===== src/rtl/mux_arbiter.sv =====
// Round-robin arbiter that steers an external 3:1 select netlist via c1/c2,
// captures the selected word one cycle later and holds it until the consumer takes it.
module mux_arbiter (
    input  logic       clk,
    input  logic       rst_n,
    input  logic [2:0] req,
    input  logic [2:0] mux_y,
    input  logic       out_ready,
    output logic       c1,
    output logic       c2,
    output logic [2:0] ack,
    output logic [2:0] out_data,
    output logic       out_valid,
    output logic [7:0] xfer_cnt
);

    typedef enum logic [1:0] {
        IDLE   = 2'd0,
        SAMPLE = 2'd1,
        HOLD   = 2'd2
    } state_t;

    state_t     state_q, state_d;
    logic [1:0] winner_q, winner_d;
    logic [1:0] last_q, last_d;
    logic       c1_q, c1_d;
    logic       c2_q, c2_d;
    logic [2:0] ack_q, ack_d;
    logic [2:0] out_data_q, out_data_d;
    logic       out_valid_q, out_valid_d;
    logic [7:0] xfer_cnt_q, xfer_cnt_d;

    logic [1:0] rr_idx0, rr_idx1, rr_idx2;
    logic [1:0] rr_pick;

    function automatic logic [1:0] next_idx(input logic [1:0] idx);
        next_idx = (idx == 2'd2) ? 2'd0 : idx + 2'd1;
    endfunction

    function automatic logic req_at(input logic [2:0] r, input logic [1:0] idx);
        case (idx)
            2'd0:    req_at = r[0];
            2'd1:    req_at = r[1];
            2'd2:    req_at = r[2];
            default: req_at = 1'b0;
        endcase
    endfunction

    // Search order starts just after the last acknowledged requester and wraps.
    always_comb begin
        rr_idx0 = next_idx(last_q);
        rr_idx1 = next_idx(rr_idx0);
        rr_idx2 = next_idx(rr_idx1);
        if (req_at(req, rr_idx0)) begin
            rr_pick = rr_idx0;
        end else if (req_at(req, rr_idx1)) begin
            rr_pick = rr_idx1;
        end else begin
            rr_pick = rr_idx2;
        end
    end

    always_comb begin
        state_d     = state_q;
        winner_d    = winner_q;
        last_d      = last_q;
        c1_d        = c1_q;
        c2_d        = c2_q;
        ack_d       = 3'b000;
        out_data_d  = out_data_q;
        out_valid_d = out_valid_q;
        xfer_cnt_d  = xfer_cnt_q;

        case (state_q)
            IDLE: begin
                if (req != 3'b000) begin
                    winner_d = rr_pick;
                    c2_d     = (rr_pick == 2'd0);
                    c1_d     = (rr_pick == 2'd2);
                    state_d  = SAMPLE;
                end
            end
            SAMPLE: begin
                // A requester that dropped before capture forfeits its turn without an ack.
                if (req_at(req, winner_q)) begin
                    out_data_d  = mux_y;
                    out_valid_d = 1'b1;
                    ack_d       = 3'b001 << winner_q;
                    last_d      = winner_q;
                    state_d     = HOLD;
                end else begin
                    state_d = IDLE;
                end
            end
            HOLD: begin
                if (out_valid_q && out_ready) begin
                    out_valid_d = 1'b0;
                    xfer_cnt_d  = xfer_cnt_q + 8'd1;
                    state_d     = IDLE;
                end
            end
            default: begin
                state_d = IDLE;
            end
        endcase
    end

    always_ff @(posedge clk) begin
        if (!rst_n) begin
            state_q     <= IDLE;
            winner_q    <= 2'd0;
            last_q      <= 2'd2;
            c1_q        <= 1'b0;
            c2_q        <= 1'b0;
            ack_q       <= 3'b000;
            out_data_q  <= 3'd0;
            out_valid_q <= 1'b0;
            xfer_cnt_q  <= 8'd0;
        end else begin
            state_q     <= state_d;
            winner_q    <= winner_d;
            last_q      <= last_d;
            c1_q        <= c1_d;
            c2_q        <= c2_d;
            ack_q       <= ack_d;
            out_data_q  <= out_data_d;
            out_valid_q <= out_valid_d;
            xfer_cnt_q  <= xfer_cnt_d;
        end
    end

    assign c1        = c1_q;
    assign c2        = c2_q;
    assign ack       = ack_q;
    assign out_data  = out_data_q;
    assign out_valid = out_valid_q;
    assign xfer_cnt  = xfer_cnt_q;

endmodule


===== config.mk =====
export PLATFORM = sky130hd
export DESIGN_NAME = mux_arbiter
export DESIGN_NICKNAME = d
export VERILOG_FILES = /design/src/rtl/mux_arbiter.sv
export SDC_FILE = /design/constraint.sdc
export NUM_CORES = 1
export LEC_CHECK = 0
export ABC_AREA = 1
export CAP_MARGIN = 40
export CORE_UTILIZATION = 57
export CTS_BUF_LIST = sky130_fd_sc_hd__clkbuf_4 sky130_fd_sc_hd__clkbuf_8
export DETAILED_ROUTE_END_ITERATION = 7
export DONT_BUFFER_PORTS = 1
export GPL_TIMING_DRIVEN = 0
export PLACE_DENSITY = 0.79
export SYNTH_ARGS = -nofsm -noshare
export SYNTH_HDL_FRONTEND = slang
export SYNTH_SLANG_ARGS = --single-unit

===== constraint.sdc =====
create_clock -name clk -period 2.3 [get_ports clk]
set_clock_uncertainty 0.05 [all_clocks]
set_input_delay 0.345 -clock clk [delete_from_list [all_inputs] [get_ports clk]]
set_output_delay 0.345 -clock clk [all_outputs]
set_load 0.01 [all_outputs]

## Word level (Yosys, flattened, before mapping)

Index checks and enable logic that the tools add are counted.

- Add/subtract/negate cells: 4
- Equal/unequal tests: 13
- Shift operators: 1
- Multiplexer cells: 17
- Reductions and logical operators: 14

Operators with widths:

| kind | number |
|---|---|
| $mux W2 | 8 |
| $eq A2 B2 Y1 const B | 6 |
| $logic_not A2 Y1 | 5 |
| $pmux W1 S3 | 3 |
| $add A8 B1 Y8 const B | 1 |
| $eq A2 B1 Y1 const B | 4 |
| $reduce_and A2 Y1 | 4 |
| $add A2 B1 Y2 const B | 3 |
| $ne A2 B2 Y1 const B | 3 |
| $pmux W2 S3 | 1 |
| $reduce_and A3 Y1 | 2 |
| $mux W1 | 4 |
| $reduce_bool A3 Y1 | 1 |
| $shl A1 B2 Y3 const A | 1 |
| $pmux W1 S2 | 1 |
| $reduce_bool A2 Y1 | 1 |
| $logic_and A1 B1 Y1 | 1 |

- Register bits: 23
- Output and inout bits: 17

## Depth between registers and ports, before layout

- Word-level depth: 10
- Gate-level depth with buffers: 9

## Least setup slack after synthesis

OpenSTA, ideal clock, no wires.

- Path kind: register -> register
- Start: register out_valid_q, in the netlist out_valid
- End: register xfer_cnt_q[5], in the netlist xfer_cnt[5]
- Library setup time: 0.120 ns
- Arrival time: 1.071 ns
- Required time: 2.130 ns
- Slack: 1.060 ns
- Stages on the path, launching flop included: 8
- Buffers on the path: 0
- Clock period less this slack: 1.240 ns
- Cells stage by stage: dfxtp_1 > nand2_1 > nor2_2 > nand2_1 > nor2_1 > nand2_1 > nor2_1 > nor3b_2

- Word-level cells in the longest chain between the ends: 2

Ends and longest elaborated chain:

| item | RTL line | text |
|---|---|---|
| start: declaration | 30 | `logic out_valid_q, out_valid_d;` |
| start signal: assignment | 127 | `out_valid_q <= out_valid_d;` |
| $logic_and A1 B1 Y1 | 96 | `if (out_valid_q && out_ready) begin` |
| $reduce_and A2 Y1 (no line) | -- |  |
| end signal: assignment | 128 | `xfer_cnt_q <= xfer_cnt_d;` |
| end: declaration | 31 | `logic [7:0] xfer_cnt_q, xfer_cnt_d;` |

No other way between the ends.
A chain may end at the register's enable or synchronous reset.

## Final worst setup path

Ends and elaborated chain as after synthesis.

==> results.md <==
- WS Path Type: reg -> reg
- Most frequent cells in the layout: 33 x nand2_1, 23 x dfxtp_1, 18 x inv_1, 17 x nor2_1, 11 x nand3_1
- Status: finished clean
- Max-slew headroom: 67.9%
- CTS Buf Count: 3
- Hold_sp: mux_y[2]
- Iter 0 DRT Violations: 24
- Dpl hpwl: 1.53 mm
- Root buf cell: clkbuf_4
- Unique masters post-synth: 27
- Main combinational cell family by area after synthesis: simple AND/OR/NAND/NOR gates
- Max Fanout on Critical Path: 5
- Nets: 159
- Main synth FF type: dfxtp_1
- Worst-Margin Slew: 0.480 ns
- Setup violators final: 0
- Initial antenna violation count: 0
- Pwr/cell area: 687 nW/um^2
- Die width: 45.0 um
- R2R setup slack: 0.90 ns
- Mapped Area: 1050 um^2
- Xor/xnor cell area share of the yosys netlist: 1.66%
- Yosys reg bits: 23
- Hold Path Sink: out_data[2]
- Period utilization: 60.8%
- Syn Area/Cell: 7.32 um^2
- Antenna cells: 0
- Final design utilization: 64.5%
- CP Capture Type: flop
- Setup bufs post-CTS: 0
- R2R depth: 7
- PortBufs: 0
- Multiplexer area fraction after synthesis: 0%
- CTS max path bufs: 2
- Post-synth top area cell: dfxtp_1
- Post-cts resize count: 0
- Final Max Tran Viols: 0
- Final non-filler cell total: 173
- Share of post-route cells with drive strength above 1: 10.8%
- Worst vdd ir: 0.430 mV
- Crit Reg-Reg Endpoint: xfer_cnt[5]
- Reg2Reg Launch Point: out_valid
- Initial Utilization: 61.1%
- Routed WL: 1.98 mm
- Io pins: 26
- Post-CTS Hold Buffers: 0
- H-tree depth: 1
- Post-synth EDFFs: 0
- Post-synth top area share: 43.7%
- Core box area: 1730 um^2
- # DRC: 0
- Share of synthesized cell area in full adder, half adder and majority cells: 1.19%
- RePlAce Congestion: 0.868
- Post-synthesis sequential area ratio: 43.7%
- Cells after synthesis: 144
- Routed vias: 920
- CP arrival: 1.55 ns
- Die area: 2030 um^2
- Asr flop ratio synth: 0%
- Post-route minimum period: 1.40 ns
- Post-Syn Nets: 154
- Pleak: 0.488 nW
- Largest net degree at the start of global routing: 14
- Rows: 15
- Post-DRT Antenna Nets: 0
- Clock-pin slew on the worst setup and hold paths: 0.12 ns
- Total track usage: 21.9%
- Clock Latency Late Sink: 0.30 ns
- Most common cell after layout, fill and taps aside: nand2_1
- Peak Freq: 715 MHz
- Hold Fails Final Rpt: 0
- DIE HEIGHT: 45.0 um
- Wire per inst: 11.5 um
- Dominant cells by area after synthesis: dfxtp_1 44%, nand2_1 12%, inv_1 6.4%, nor2_1 6.0%, nand3_1 5.2%
- Global-route wire length before repair: 3.32 mm
- Ys Warns: 0
- RSZ-0062 raised after global routing: false
- P&R area growth vs syn: 5.58%
- Max Cap Viol: 0
- Vias in the first global route: 813
- Fill cells: 166
- CP Launch Type: flop
- TNS Setup: 0 ns
- CTS sink count: 23
- Post-synthesis compound-gate area fraction: 10.6%
- 1st-pass router iterations: 4
- Via/cell ratio: 5.32
- WP data required: 2.46 ns
- CTS tree: built
- GRT overflow: 0
- Worst Hold Class: in -> reg
- Cell total after placement: 169
- Post-synthesis simple-gate area fraction: 34.3%
- Worst Hold Depth: 2
how the worst max path moves through the flow:
stage / startpoint / depth (start not counted) / slack, ns / end
after floorplan: out_valid / 7 / 1.06 / xfer_cnt[5]
after global placement: out_valid / 7 / 0.93 / xfer_cnt[5]
after detailed placement: out_valid / 7 / 0.91 / xfer_cnt[5]
after CTS: out_valid / 7 / 0.88 / xfer_cnt[5]
after global routing: out_valid / 7 / 0.74 / xfer_cnt[5]
final: out_valid / 7 / 0.90 / xfer_cnt[5]
synthesized netlist by cell type (2+ instances only):
cell type,count
a21oi_1,7
dfxtp_1,23
inv_1,18
inv_2,3
nand2_1,33
nand3_1,11
nand4_1,5
nor2_1,17
nor3_1,3
o21ai_0,5
o21ai_1,2
xor2_1,2
area by class of cell:
type,count,area (um^2),share of cell area (%)
multi-input cells,97,503,45.2
flip-flops and latches,23,460,41.3
inverters,22,82.6,7.42
well taps,25,31.3,2.81
clock buffers,3,22.5,2.02
plain buffers,2,8.76,0.787
clock inverters,1,5.00,0.449
sequential cells by signal (all words and copies together), names as in the netlist:
register / cells
ack: 3
out_data: 3
winner_q: 2
c1: 1
state_q: 2
out_valid: 1
xfer_cnt: 8
c2: 1
last_q: 2
kinds of logic after synthesis:
| group | count (synthesis) |
|---|---|
| compound gates | 17 |
| xor+xnor | 2 |
| fa+ha+maj | 1 |
| buf+inv | 24 |
| flops | 23 |
| simple gates | 77 |
layer usage:
layer	vias to the layer above	GRT usage, %	wire length (um)
li1	474	-	-
met4	0	6.67	12
met2	22	40.0	1050
met1	422	26.0	833
met5	-	0	0
met3	2	3.60	89
worst max-delay path: stages, from the launching register on:
cell and delay, ns:
dfxtp_1 0.46, nand2_1 0.11, nor2_2 0.22, nand2_1 0.07, nor2_1 0.13, nand2_1 0.08, nor2_1 0.12, nor3b_2 0.05
power by group:
part           total, W  switching [W]  internal [W]  leakage, nW
combinational  0.000122      0.0000799     0.0000420        0.284
clock          0.000181       0.000117     0.0000648       0.0177
sequential     0.000462      0.0000353      0.000426        0.187
through the flow:
stage	hold slack [ns]	setup slack [ns]	instance area, um^2	power (W)
floorplan	0.420	1.06	1050	0.000568
global placement	0.441	0.929	1090	0.000589
detailed placement	0.456	0.909	1090	0.000593
CTS	0.123	0.882	1110	0.000769
global route	0.125	0.741	1110	0.000807
finish	0.129	0.902	1110	0.000765
Power figures use the tool's default switching activity.
